<file path="src/rtl/sign_narrower.sv">
`default_nettype none
// ============================================================================
// Module   : sign_narrower
// Purpose  : Scans a 16-bit two's-complement word from bit 14 downward. It
//            finds the minimum signed width of the word, then produces an
//            OUT_WIDTH-bit narrowed copy of it. The copy saturates to the
//            most positive or most negative OUT_WIDTH-bit value when the
//            word does not fit in that width.
// Revision : 1.0 - initial release
// ============================================================================
module sign_narrower #(
    parameter int OUT_WIDTH = 5
) (
    input  logic                 clk,
    input  logic                 rst,
    input  logic                 start,
    input  logic [15:0]          value,
    output logic                 busy,
    output logic                 done,
    output logic [4:0]           min_width,
    output logic                 fits,
    output logic [OUT_WIDTH-1:0] narrow
);

    localparam logic [1:0] c_IDLE = 2'd0;
    localparam logic [1:0] c_SCAN = 2'd1;
    localparam logic [1:0] c_DONE = 2'd2;

    localparam logic [4:0]           c_OUT_W   = 5'(OUT_WIDTH);
    localparam logic [OUT_WIDTH-1:0] c_MAX_POS = {1'b0, {(OUT_WIDTH-1){1'b1}}};
    localparam logic [OUT_WIDTH-1:0] c_MIN_NEG = {1'b1, {(OUT_WIDTH-1){1'b0}}};

    logic [1:0]           r_state;
    logic [15:0]          r_op;
    logic [3:0]           r_idx;

    logic                 w_differ;
    logic                 w_finish;
    logic [4:0]           w_mw;
    logic                 w_fits;
    logic [OUT_WIDTH-1:0] w_narrow;

    // Scan-step decode: the first bit below the sign that disagrees with it
    // sets the width. Reaching bit 0 with no disagreement means width 1.
    always_comb begin
        w_differ = (r_op[r_idx] != r_op[15]);
        w_finish = w_differ || (r_idx == 4'd0);
        w_mw     = w_differ ? ({1'b0, r_idx} + 5'd2) : 5'd1;
        w_fits   = (w_mw <= c_OUT_W);
        if (w_fits) begin
            w_narrow = r_op[OUT_WIDTH-1:0];
        end else if (r_op[15]) begin
            w_narrow = c_MIN_NEG;
        end else begin
            w_narrow = c_MAX_POS;
        end
    end

    // Control FSM and registered outputs. The result registers change only on
    // the edge that enters DONE, so they hold steady through a following scan.
    always_ff @(posedge clk) begin
        if (rst) begin
            r_state   <= c_IDLE;
            r_op      <= 16'd0;
            r_idx     <= 4'd0;
            busy      <= 1'b0;
            done      <= 1'b0;
            min_width <= 5'd0;
            fits      <= 1'b0;
            narrow    <= '0;
        end else begin
            case (r_state)
                c_IDLE, c_DONE: begin
                    done <= 1'b0;
                    if (start) begin
                        r_op    <= value;
                        r_idx   <= 4'd14;
                        busy    <= 1'b1;
                        r_state <= c_SCAN;
                    end else begin
                        busy    <= 1'b0;
                        r_state <= c_IDLE;
                    end
                end
                c_SCAN: begin
                    if (w_finish) begin
                        r_state   <= c_DONE;
                        busy      <= 1'b0;
                        done      <= 1'b1;
                        min_width <= w_mw;
                        fits      <= w_fits;
                        narrow    <= w_narrow;
                    end else begin
                        r_idx <= r_idx - 4'd1;
                    end
                end
                default: begin
                    r_state <= c_IDLE;
                    busy    <= 1'b0;
                    done    <= 1'b0;
                end
            endcase
        end
    end

endmodule
`default_nettype wire

</file>
<file path="config.mk">
export PLATFORM = sky130hd
export DESIGN_NAME = sign_narrower
export DESIGN_NICKNAME = d
export VERILOG_FILES = /design/src/rtl/sign_narrower.sv
export SDC_FILE = /design/constraint.sdc
export NUM_CORES = 1
export LEC_CHECK = 0
export CORE_ASPECT_RATIO = 0.8
export CORE_MARGIN = 8
export CORE_UTILIZATION = 25
export CTS_CLUSTER_SIZE = 10
export DETAILED_ROUTE_END_ITERATION = 8
export HOLD_SLACK_MARGIN = 0.02
export PLACE_DENSITY = 0.46
export SLEW_MARGIN = 10
export SYNTH_ARGS = -nofsm -noshare
export SYNTH_HDL_FRONTEND = slang
export SYNTH_SLANG_ARGS = --single-unit
</file>
<file path="constraint.sdc">
create_clock -name clk -period 3.6 [get_ports clk]
set_input_delay 0.72 -clock clk [delete_from_list [all_inputs] [get_ports clk]]
set_output_delay 0.72 -clock clk [all_outputs]
set_load 0.02 [all_outputs]
</file>
==> results.md, run 1 <==
- RR Endpoint: min_width[2]
- Hold Startpoint: r_op[6]
- Die width: 107 um
- Sw Share: 29.8%
- Clk buf depth: 2
- Critical register-to-register path startpoint: r_idx[2]
- Critical-path top delay cell: dfxtp_1
- Gr usage total: 9.15%
- Root Buffer: clkbuf_8
- # diodes: 0
- Final min period: 2.61 ns
- Die Height: 88.8 um
- Drt wl/cell: 13.8 um
- Synthesized flop and latch total: 35
- Layout area overhead: 28.4%
- # rows: 26
- Critical Path Start Type: flip-flop
- Worst-margin pin slew: 0.835 ns
- Remaining DRCs: 0
- Fmax: 0.383 GHz
- Crit-path cells: mux4_2, mux2i_4, mux2_2, nor3_2, nor2_1, a22o_1
- FF-to-FF path depth: 6
- Cts repair resizes: 0
- Depth of the CTS H-tree: 2
- Core footprint: 6410 sq um
- Yosys warns: 0
- Number of flops mapped to enable cells by yosys: 0
- Synth top area share: 42.3%
- Fin. Hold Viols: 0
- Setup bufs post-CTS: 0
- Pre-antenna DRT Iters: 4
- Internal: 673 uW
- Hold_ws: 0.454 ns
- Vias in the first global route: 1310
- I/O Buffers: 31
- Reg-to-reg setup timing slack: 0.99 ns
- Synth unique cells: 43
- Hold path depth: 2
- Hold Path Class: flip-flop to flip-flop
- Pwr Density: 451 nW/um^2
- Area leader, netlist: dfxtp_1
- Layout cells sized above 1: 11.3%
- RSZ-0062 raised after global routing: false
- Sequential power share: 46.8%
- Detailed placement HPWL: 3.03 mm
- Hold Path End: r_op[6]
- DR vias/cell: 4.52
- Combinational fraction of design power: 23.8%
- Initial antenna violation count: 0
- Syn_nets: 206
- Syn avg cell area: 9.05 sq um
- Worst VDD drop: 0.180 mV
- Largest net degree at the start of global routing: 22
- Fraction of registers with async set/reset: 0%
- Max-Cap Viols: 0
- Routed Antenna Nets: 0
- Post-synth top flop: dfxtp_1
- Die area: 9500 sq um
- Worst skew pair latency: 0.27 ns
- Cell Area, Synth: 1660 sq um
- CTS Sinks: 35
- Worst Clk Skew: 0.00414 ns
- Final wirelength: 4.07 mm
- First-pass GRT wire length: 6.86 mm
- CTS tree: built
- Clock power frac: 29.4%
- Sw Pwr: 285 uW
- Initial Util: 25.8%
- Slew Limit Fails: 0
- CP peak stage delay: 0.61 ns
- Largest cells by area after synthesis: dfxtp_1, nand2_1, a21oi_1
- Clock slew at reported path FFs: 0.07 ns
- Tcrit/Tclk final: 72.5%
- P_leak: 0.000735 uW
- DR iter-0 viols: 90
- Gr ovfl total: 0
- Crit-path max FO: 10
- Cts hold-fix bufs: 0
- Fin nets: 235
- GPL Wtd Cong: 0.742
- Setup-failing EPs final: 0
- # IOs: 32
- Slew HR: 44.3%
- TNS Setup: 0 ns
- Critical path required time: 3.77 ns
- Status: finished clean
- Critical path class: flip-flop to flip-flop
- Worst Setup End Kind: flip-flop
- Cts bufs inserted: 5
- Critical path data arrival time: 2.78 ns
- Mapped Cells: 183
- Seq/Total Area, Yosys: 42.3%
- Vias: 1339
-- cell type report --
class                   count  area (sq um)
clock buffers               6          82.6
repair buffers             34           333
fillers                   673          4280
inverters                   4          15.0
multi-input cells         132           885
clock inverters             1          5.00
flip-flops and latches     35           701
well taps                  84           105
-- state kept, by name (all words and copies together) (netlist names) --
register and flops:
r_state 2, done 1, r_op 16, min_width 5, busy 1, fits 1, narrow 5, r_idx 4
-- logic make-up (layout without fill, tap and decap cells) --
kind of cell / Yosys count / count (layout) / share of synthesized area [%]
flops: 35 / 35 / 42.3
xor+xnor: 4 / 4 / 3.25
buf+inv: 16 / 45 / 4.23
fa+ha+maj: 4 / 4 / 3.02
compound gates: 45 / 45 / 17.1
simple gates: 70 / 70 / 20.4
mux: 9 / 9 / 9.67
-- critical path: cells and delay by family (launching register included) --
| kind | cells | cell delay [ns] |
|---|---|---|
| AOI/OAI and AO/OA | 1 | 0.22 |
| DFF | 1 | 0.61 |
| and+or+nand+nor | 2 | 0.51 |
| muxes | 3 | 1.17 |
-- power groups by stage --
stage	Clock (uW)	Sequential, uW	Combinational, uW
after global routing	311	453	253
final	282	448	228
after detailed placement	0	457	228
after floorplan	0	450	158
after CTS	292	448	229
after global placement	0	457	229
-- per-layer routing --
layer	up-vias	global-route usage, %	part of all wire, %
met2	32	11.4	37
met1	598	13.6	57
li1	707	-	-
met3	2	3.13	5.6
met4	0	3.44	1.0
met5	-	0	0
-- worst max-delay path by stage --
| stage | end | from |
|---|---|---|
| after floorplan | fits | r_idx[2] |
| after global placement | min_width[2] | r_idx[2] |
| after detailed placement | min_width[2] | r_idx[2] |
| after CTS | min_width[2] | r_idx[2] |
| after global routing | min_width[2] | r_idx[2] |
| final | min_width[2] | r_idx[2] |
-- synthesized netlist by cell type, types with 3 or more instances --
| library cell | n |
|---|---|
| a311oi_1 | 3 |
| dfxtp_1 | 35 |
| nand2b_1 | 6 |
| clkbuf_1 | 7 |
| o2bb2ai_1 | 3 |
| nor2_1 | 6 |
| nor3_1 | 8 |
| inv_1 | 3 |
| o21ai_1 | 5 |
| xnor2_1 | 3 |
| a21oi_1 | 20 |
| mux4_2 | 4 |
| ha_1 | 4 |
| o211ai_1 | 4 |
| nor2b_1 | 4 |
| nand2_1 | 34 |
-- cell usage in the layout, fill, tap and decap left out, drive strengths merged, types with 3 or more instances in the layout --
cell type	Yosys	routed
a21oi	20	20
a311oi	3	3
buf	5	3
clkbuf	7	6
clkdlybuf4s50	0	31
dfxtp	35	35
ha	4	4
inv	4	4
mux2	3	3
mux4	4	4
nand2	35	35
nand2b	6	6
nor2	6	6
nor2b	4	4
nor3	9	9
o211ai	4	4
o21ai	7	7
o2bb2ai	3	3
xnor2	3	3
-- metrics by stage --
stage          instance area [sq um]  total power (uW)  setup WS (ns)  instances  utilization, %
2_1_floorplan                   1660               608           1.37        183               -
3_3_place_gp                    2040               687           1.01        289            31.8
3_5_place_dp                    2040               686          0.980        289            31.8
4_1_cts                         2130               970          0.961        296            33.2
5_1_grt                         2130              1020          0.806        296            33.2
6_report                        2130               958          0.990        296            33.2
Note: power is estimated with default switching activity, not from simulation.
==> run 2: changes to the inputs <==
--- a/config.mk
+++ b/config.mk
@@ -11,7 +11,7 @@
 export CTS_CLUSTER_SIZE = 10
 export DETAILED_ROUTE_END_ITERATION = 8
 export HOLD_SLACK_MARGIN = 0.02
-export PLACE_DENSITY = 0.46
+export PLACE_DENSITY = 0.48
 export SLEW_MARGIN = 10
 export SYNTH_ARGS = -nofsm -noshare
 export SYNTH_HDL_FRONTEND = slang
==> constraint.sdc (replaced) <==
create_clock -name clk -period 2.2 [get_ports clk]
set_input_delay 0.44 -clock clk [delete_from_list [all_inputs] [get_ports clk]]
set_output_delay 0.44 -clock clk [all_outputs]
set_load 0.02 [all_outputs]
==> run 2 against run 1 <==
Die area stayed put. Critical path depth rose by 1. Global-route usage decreased by 0.21 points. Final area up 12%. Routed wire length rose by 4.8%. Sequential power grew 61%. Clock power rose by 64%. Largest cell class unchanged.
==> results.md, run 2 (synthesis results as in run 1) <==
- FF+latch area: 706 sq um (+0.71%)
- Depth of the CTS H-tree: 2 (unchanged)
- Vias: 1461 (+9.1%)
- Clk buf depth: 2 (unchanged)
- Area of the multi-input gates: 967 sq um (+9.3%)
- Detailed placement HPWL: 3.28 mm (+8.1%)
- I/O Buffers: 31 (unchanged)
- Layout cells sized above 1: 23.4% (+12 points)
- Initial Util: 25.8% (unchanged)
- Worst Setup End Kind: flip-flop
- Commonest non-fill, non-tap cell in the layout: nand2_1
- Crit-path max FO: 5 (-5)
- Worst skew pair latency: 0.28 ns (about the same)
- Die Height: 88.8 um (unchanged)
- Die area: 9500 sq um (unchanged)
- Worst Clk Skew: 0.00582 ns (+0.00168 ns)
- Max-Cap Viols: 0 (unchanged)
- Top Registers: r_op x16, min_width x5, narrow x5
- CTS tree: built
- Pre-antenna DRT Iters: 4 (unchanged)
- Cts bufs inserted: 5 (unchanged)
- PnR Total Power: 1700 uW (+77%)
- CTS Sinks: 35 (unchanged)
- Final min period: 2.16 ns (-0.454 ns)
- Fill cell count: 663 (-1.5%)
- DR vias/cell: 4.58 (+1.2%)
- Fin nets: 258 (+9.8%)
- Commonest non-fill, non-tap cells in the layout: nand2_1, dfxtp_1, clkdlybuf4s50_1
- Hold Path Class: flip-flop to flip-flop
- Vias in the first global route: 1319 (+0.69%)
- Critical path required time: 2.41 ns (-1.36 ns)
- Max FFs per register: 16 (unchanged)
- Critical path data arrival time: 2.37 ns (-0.41 ns)
- GPL Wtd Cong: 0.775 (+4.5%)
- Critical path class: flip-flop to flip-flop
- Clock slew at reported path FFs: 0.07 ns (about the same)
- Slew HR: 69.6% (+25 points)
- TNS Setup: 0 ns (unchanged)
- Hold_ws: 0.462 ns (+0.00744 ns)
- Pwr Density: 710 nW/um^2 (+58%)
- Routed Antenna Nets: 0 (unchanged)
- Worst-margin pin slew: 0.452 ns (-0.383 ns)
- Initial antenna violation count: 0 (unchanged)
- Drt wl/cell: 13.4 um (-2.8%)
- Gr ovfl total: 0 (unchanged)
- Largest net degree at the start of global routing: 22 (unchanged)
- Setup-failing EPs final: 0 (unchanged)
- RSZ-0062 raised after global routing: true
- Top reg by flops: r_op
- Core footprint: 6410 sq um (unchanged)
- # rows: 26 (unchanged)
- Tcrit/Tclk final: 98.0% (+25 points)
- Die width: 107 um (unchanged)
- Slew Limit Fails: 0 (unchanged)
- Final wirelength: 4.27 mm (+4.8%)
- # diodes: 0 (unchanged)
- P_leak: 0.000872 uW (+19%)
- Layout area overhead: 44.4%
- Cts hold-fix bufs: 0 (unchanged)
- DR iter-0 viols: 59 (-34%)
- Worst VDD drop: 0.254 mV (+41%)
- Critical Path Start Type: flip-flop
- # IOs: 32 (unchanged)
- Fin. Hold Viols: 0 (unchanged)
- Status: finished clean
- Gr usage total: 8.94% (-0.21 points)
- Remaining DRCs: 0 (unchanged)
- Root Buffer: clkbuf_8
- Fmax: 0.464 GHz (+21%)
- Final core occ: 37.3% (+4.1 points)
- First-pass GRT wire length: 6.65 mm (-3.0%)
## run 2: changes by cell type in the layout (fill, tap and decap cells not counted), moves of 2 or more
cell / before / now
buf_4: 3 / 21
dfxtp_1: 35 / 33
a311oi_2: 0 / 2
mux2_4: 1 / 3
buf_6: 0 / 3
a311oi_1: 3 / 1
mux2_2: 2 / 0
## run 2: metrics by stage
step                      cell area, sq um  cells  worst slack (ns)
after floorplan                       1660    183            0.0168
after global placement                2190    308            -0.122
after detailed placement              2190    308            -0.172
after CTS                             2290    315           0.00309
after global routing                  2390    319           -0.0488
final                                 2390    319            0.0445
## run 2: where the power goes
group	internal, uW	total (uW)	switching [uW]
logic	262	514	252
clock network	245	463	218
registers	682	721	38.3
## run 2: critical path: stages, from the launching register on
cell,delay (ns)
dfxtp_4,0.39
mux4_2,0.53
mux2i_4,0.19
buf_6,0.12
mux2_4,0.20
xor2_4,0.11
or3_4,0.40
o2bb2ai_1,0.14
## run 2: area by class of cell
cell class                      instances  share of cell area (%)
Clock buffer                            6                    3.46
Clock inverter                          1                   0.209
Inverter                                4                   0.733
Multi-Input combinational cell        133                    40.5
Sequential cell                        35                    29.5
Tap cell                               84                    4.40
Timing Repair Buffer                   56                    21.2
## run 2: path summary, 6_finish.rpt
kind	start	endpoint	slack (ns)	cells past startpoint
worst max-delay path	r_idx[2]	min_width[1]	0.04	7
worst min-delay path	r_op[6]	r_op[6]	0.46	2
worst max register to register	r_idx[2]	min_width[1]	0.04	7
worst min register to register	r_op[6]	r_op[6]	0.46	2
## run 2: repair_timing
action,4_1_cts,5_1_grt
setup buffers,0,2
pin swaps,2,7
resized for setup,4,14
endpoints found under the setup margin,14,14
cloned,0,2
## run 2: per-layer routing
metal	global-route usage [%]	routed length [um]	part of all wire, %
met1	12.1	2200	52
met2	12.7	1780	42
met3	3.42	250	5.9
met4	2.80	34	0.80
met5	0	0	0
==> run 3: changes to the inputs <==
--- a/config.mk
+++ b/config.mk
@@ -11,7 +11,7 @@
 export CTS_CLUSTER_SIZE = 10
 export DETAILED_ROUTE_END_ITERATION = 8
 export HOLD_SLACK_MARGIN = 0.02
-export PLACE_DENSITY = 0.48
+export PLACE_DENSITY = 0.54
 export SLEW_MARGIN = 10
 export SYNTH_ARGS = -nofsm -noshare
 export SYNTH_HDL_FRONTEND = slang
==> run 3 against run 2 <==
Setup slack lost 0.00054 ns. Routed wire length fell by 2.3%. Cell count shrank 1.9%. Non-clock buffer count fell by 6. Combinational power fell by 2%. Clock skew fell by 0.0036 ns. Count of clock-buffer cells in the layout unchanged. Critical path type unchanged.
==> results.md, run 3 (synthesis results as in run 1) <==
- Hold path depth: 2 (unchanged)
- Sequential power share: 42.6% (+0.2 points)
- P_leak: 0.000853 uW (-2.2%)
- Cts bufs inserted: 5 (unchanged)
- Fmax: 0.464 GHz (about the same)
- Commonest non-fill, non-tap cells in the layout: nand2_1, dfxtp_1, clkdlybuf4s50_1
- Vias: 1448 (-0.89%)
- Final wirelength: 4.17 mm (-2.3%)
- GPL Wtd Cong: 0.797 (+2.8%)
- Die area: 9500 sq um (unchanged)
- Depth of the CTS H-tree: 2 (unchanged)
- Tcrit/Tclk final: 98.0% (about the same)
- DR iter-0 viols: 76 (+29%)
- # diodes: 0 (unchanged)
- DR vias/cell: 4.63 (+1.0%)
- Initial Util: 25.8% (unchanged)
- Status: finished clean
- Fin cells: 313 (-1.9%)
- Worst skew pair latency: 0.28 ns (about the same)
- First-pass GRT wire length: 6.98 mm (+5.0%)
- Hold Path End: r_op[9]
- Top Registers: r_op x16, min_width x5, narrow x5
- FF-to-FF path depth: 7 (unchanged)
- Setup WS pre-CTS: -0.116 ns (+0.0557 ns)
- Die width: 107 um (unchanged)
- Gr ovfl total: 0 (unchanged)
- FF+latch area: 704 sq um (-0.18%)
- Fin nets: 252 (-2.3%)
- Gr usage total: 9.17% (+0.23 points)
- Slew Limit Fails: 0 (unchanged)
- Setup-failing EPs final: 0 (unchanged)
- Hold_ws: 0.456 ns (-0.00630 ns)
- Max-Cap Viols: 0 (unchanged)
- Max FFs per register: 16 (unchanged)
- Routed Antenna Nets: 0 (unchanged)
- Critical path required time: 2.42 ns (about the same)
- Core footprint: 6410 sq um (unchanged)
- Internal: 1180 uW (-0.61%)
- Clk buf depth: 2 (unchanged)
- Vias in the first global route: 1431 (+8.5%)
- # placed instances: 302 (-1.9%)
- RSZ-0062 raised after global routing: true
- # rows: 26 (unchanged)
- Drt wl/cell: 13.3 um (-0.45%)
- Worst-margin pin slew: 0.417 ns (-0.0348 ns)
- Layout cells sized above 1: 22.3% (-1.1 points)
- Top reg by flops: r_op
- Hold Path Class: flip-flop to flip-flop
- Hold Startpoint: r_op[9]
- Root Buffer: clkbuf_8
- Critical register-to-register path startpoint: r_idx[2]
- Clock slew at reported path FFs: 0.07 ns (about the same)
- Critical Path Start Type: flip-flop
- Sw Pwr: 513 uW (+0.99%)
- Remaining DRCs: 0 (unchanged)
- Worst Clk Skew: 0.00221 ns (-0.00360 ns)
- RR Endpoint: min_width[1]
- Initial antenna violation count: 0 (unchanged)
- Die Height: 88.8 um (unchanged)
- Pre-antenna DRT Iters: 4 (unchanged)
- Critical path data arrival time: 2.37 ns (about the same)
- Crit-path max FO: 5 (unchanged)
- Critical path class: flip-flop to flip-flop
- Slew HR: 72.1% (+2.5 points)
- CTS tree: built
- Area of the multi-input gates: 973 sq um (+0.65%)
- Final min period: 2.16 ns (+0.000537 ns)
- Combinational fraction of design power: 29.7% (-0.6 points)
- Detailed placement HPWL: 3.15 mm (-3.9%)
- Fin. Hold Viols: 0 (unchanged)
- Clock power frac: 27.7% (+0.4 points)
- I/O Buffers: 31 (unchanged)
- Worst VDD drop: 0.212 mV (-16%)
- Cts hold-fix bufs: 0 (unchanged)
- Worst Setup End Kind: flip-flop
- Minimum setup slack in the final design: 0.0439 ns (-0.000537 ns)
- Largest net degree at the start of global routing: 18 (-18%)
- # IOs: 32 (unchanged)
- CTS Sinks: 35 (unchanged)
- Reg-to-reg setup timing slack: 0.04 ns (about the same)
- Sw Share: 30.3% (+0.34 points)
- Fill cell count: 667 (+0.60%)
- Layout area overhead: 42.6%
- Pwr Density: 718 nW/um^2 (+1.1%)
==> run 3: timing repair <==
action,in CTS,in global routing
gates resized for setup,3,15
gates cloned,0,1
setup endpoints to repair,14,15
setup buffers,1,2
pin swaps,1,9
==> run 3: area by class of cell <==
type	instances	area share [%]
timing repair buffer	50	20.0
tap	84	4.45
sequential	35	29.8
inverter	4	0.742
clock inverter	1	0.212
clock buffer	6	3.50
multi-input combinational	133	41.2
==> run 3: power groups by stage <==
stage	clock, uW	combinational [uW]	sequential, uW
final	470	503	722
after global placement	0	435	734
after floorplan	0	265	737
after global routing	510	554	729
after detailed placement	0	440	735
after CTS	483	447	721
==> run 3: worst max path at each step <==
stage / start / endpoint / slack [ns]
after global placement: r_idx[2] / min_width[2] / -0.07
final: r_idx[2] / min_width[1] / 0.04
after detailed placement: r_idx[2] / narrow[0] / -0.12
after CTS: r_idx[2] / narrow[0] / -0.02
after global routing: r_idx[2] / min_width[0] / -0.05
after floorplan: r_idx[2] / fits / 0.02
==> run 3: worst max-delay path: stages (launching register included) <==
cell and delay [ns]:
dfxtp_4 0.39, mux4_2 0.54, mux2i_4 0.17, buf_4 0.14, mux2_4 0.21, xor2_4 0.11, or3_4 0.40, o2bb2ai_2 0.14
==> run 3: through the flow <==
step	power [uW]	TNS (ns)	cell area [sq um]	utilization (%)
2_1_floorplan	1000	0	1660	-
3_3_place_gp	1170	-0.526	2140	33.4
6_report	1700	0	2360	36.8
5_1_grt	1790	-0.410	2360	36.8
3_5_place_dp	1170	-1.10	2140	33.4
4_1_cts	1650	-0.0588	2240	35.0
==> run 3: routing by layer <==
metal	routed length (um)	vias to the layer above	share of wire, %	track usage, %
li1	-	742	-	-
met1	2160	664	52	12.3
met2	1690	35	41	13.2
met3	269	7	6.5	3.64
met4	42	0	1.0	2.55
met5	0	-	0	0
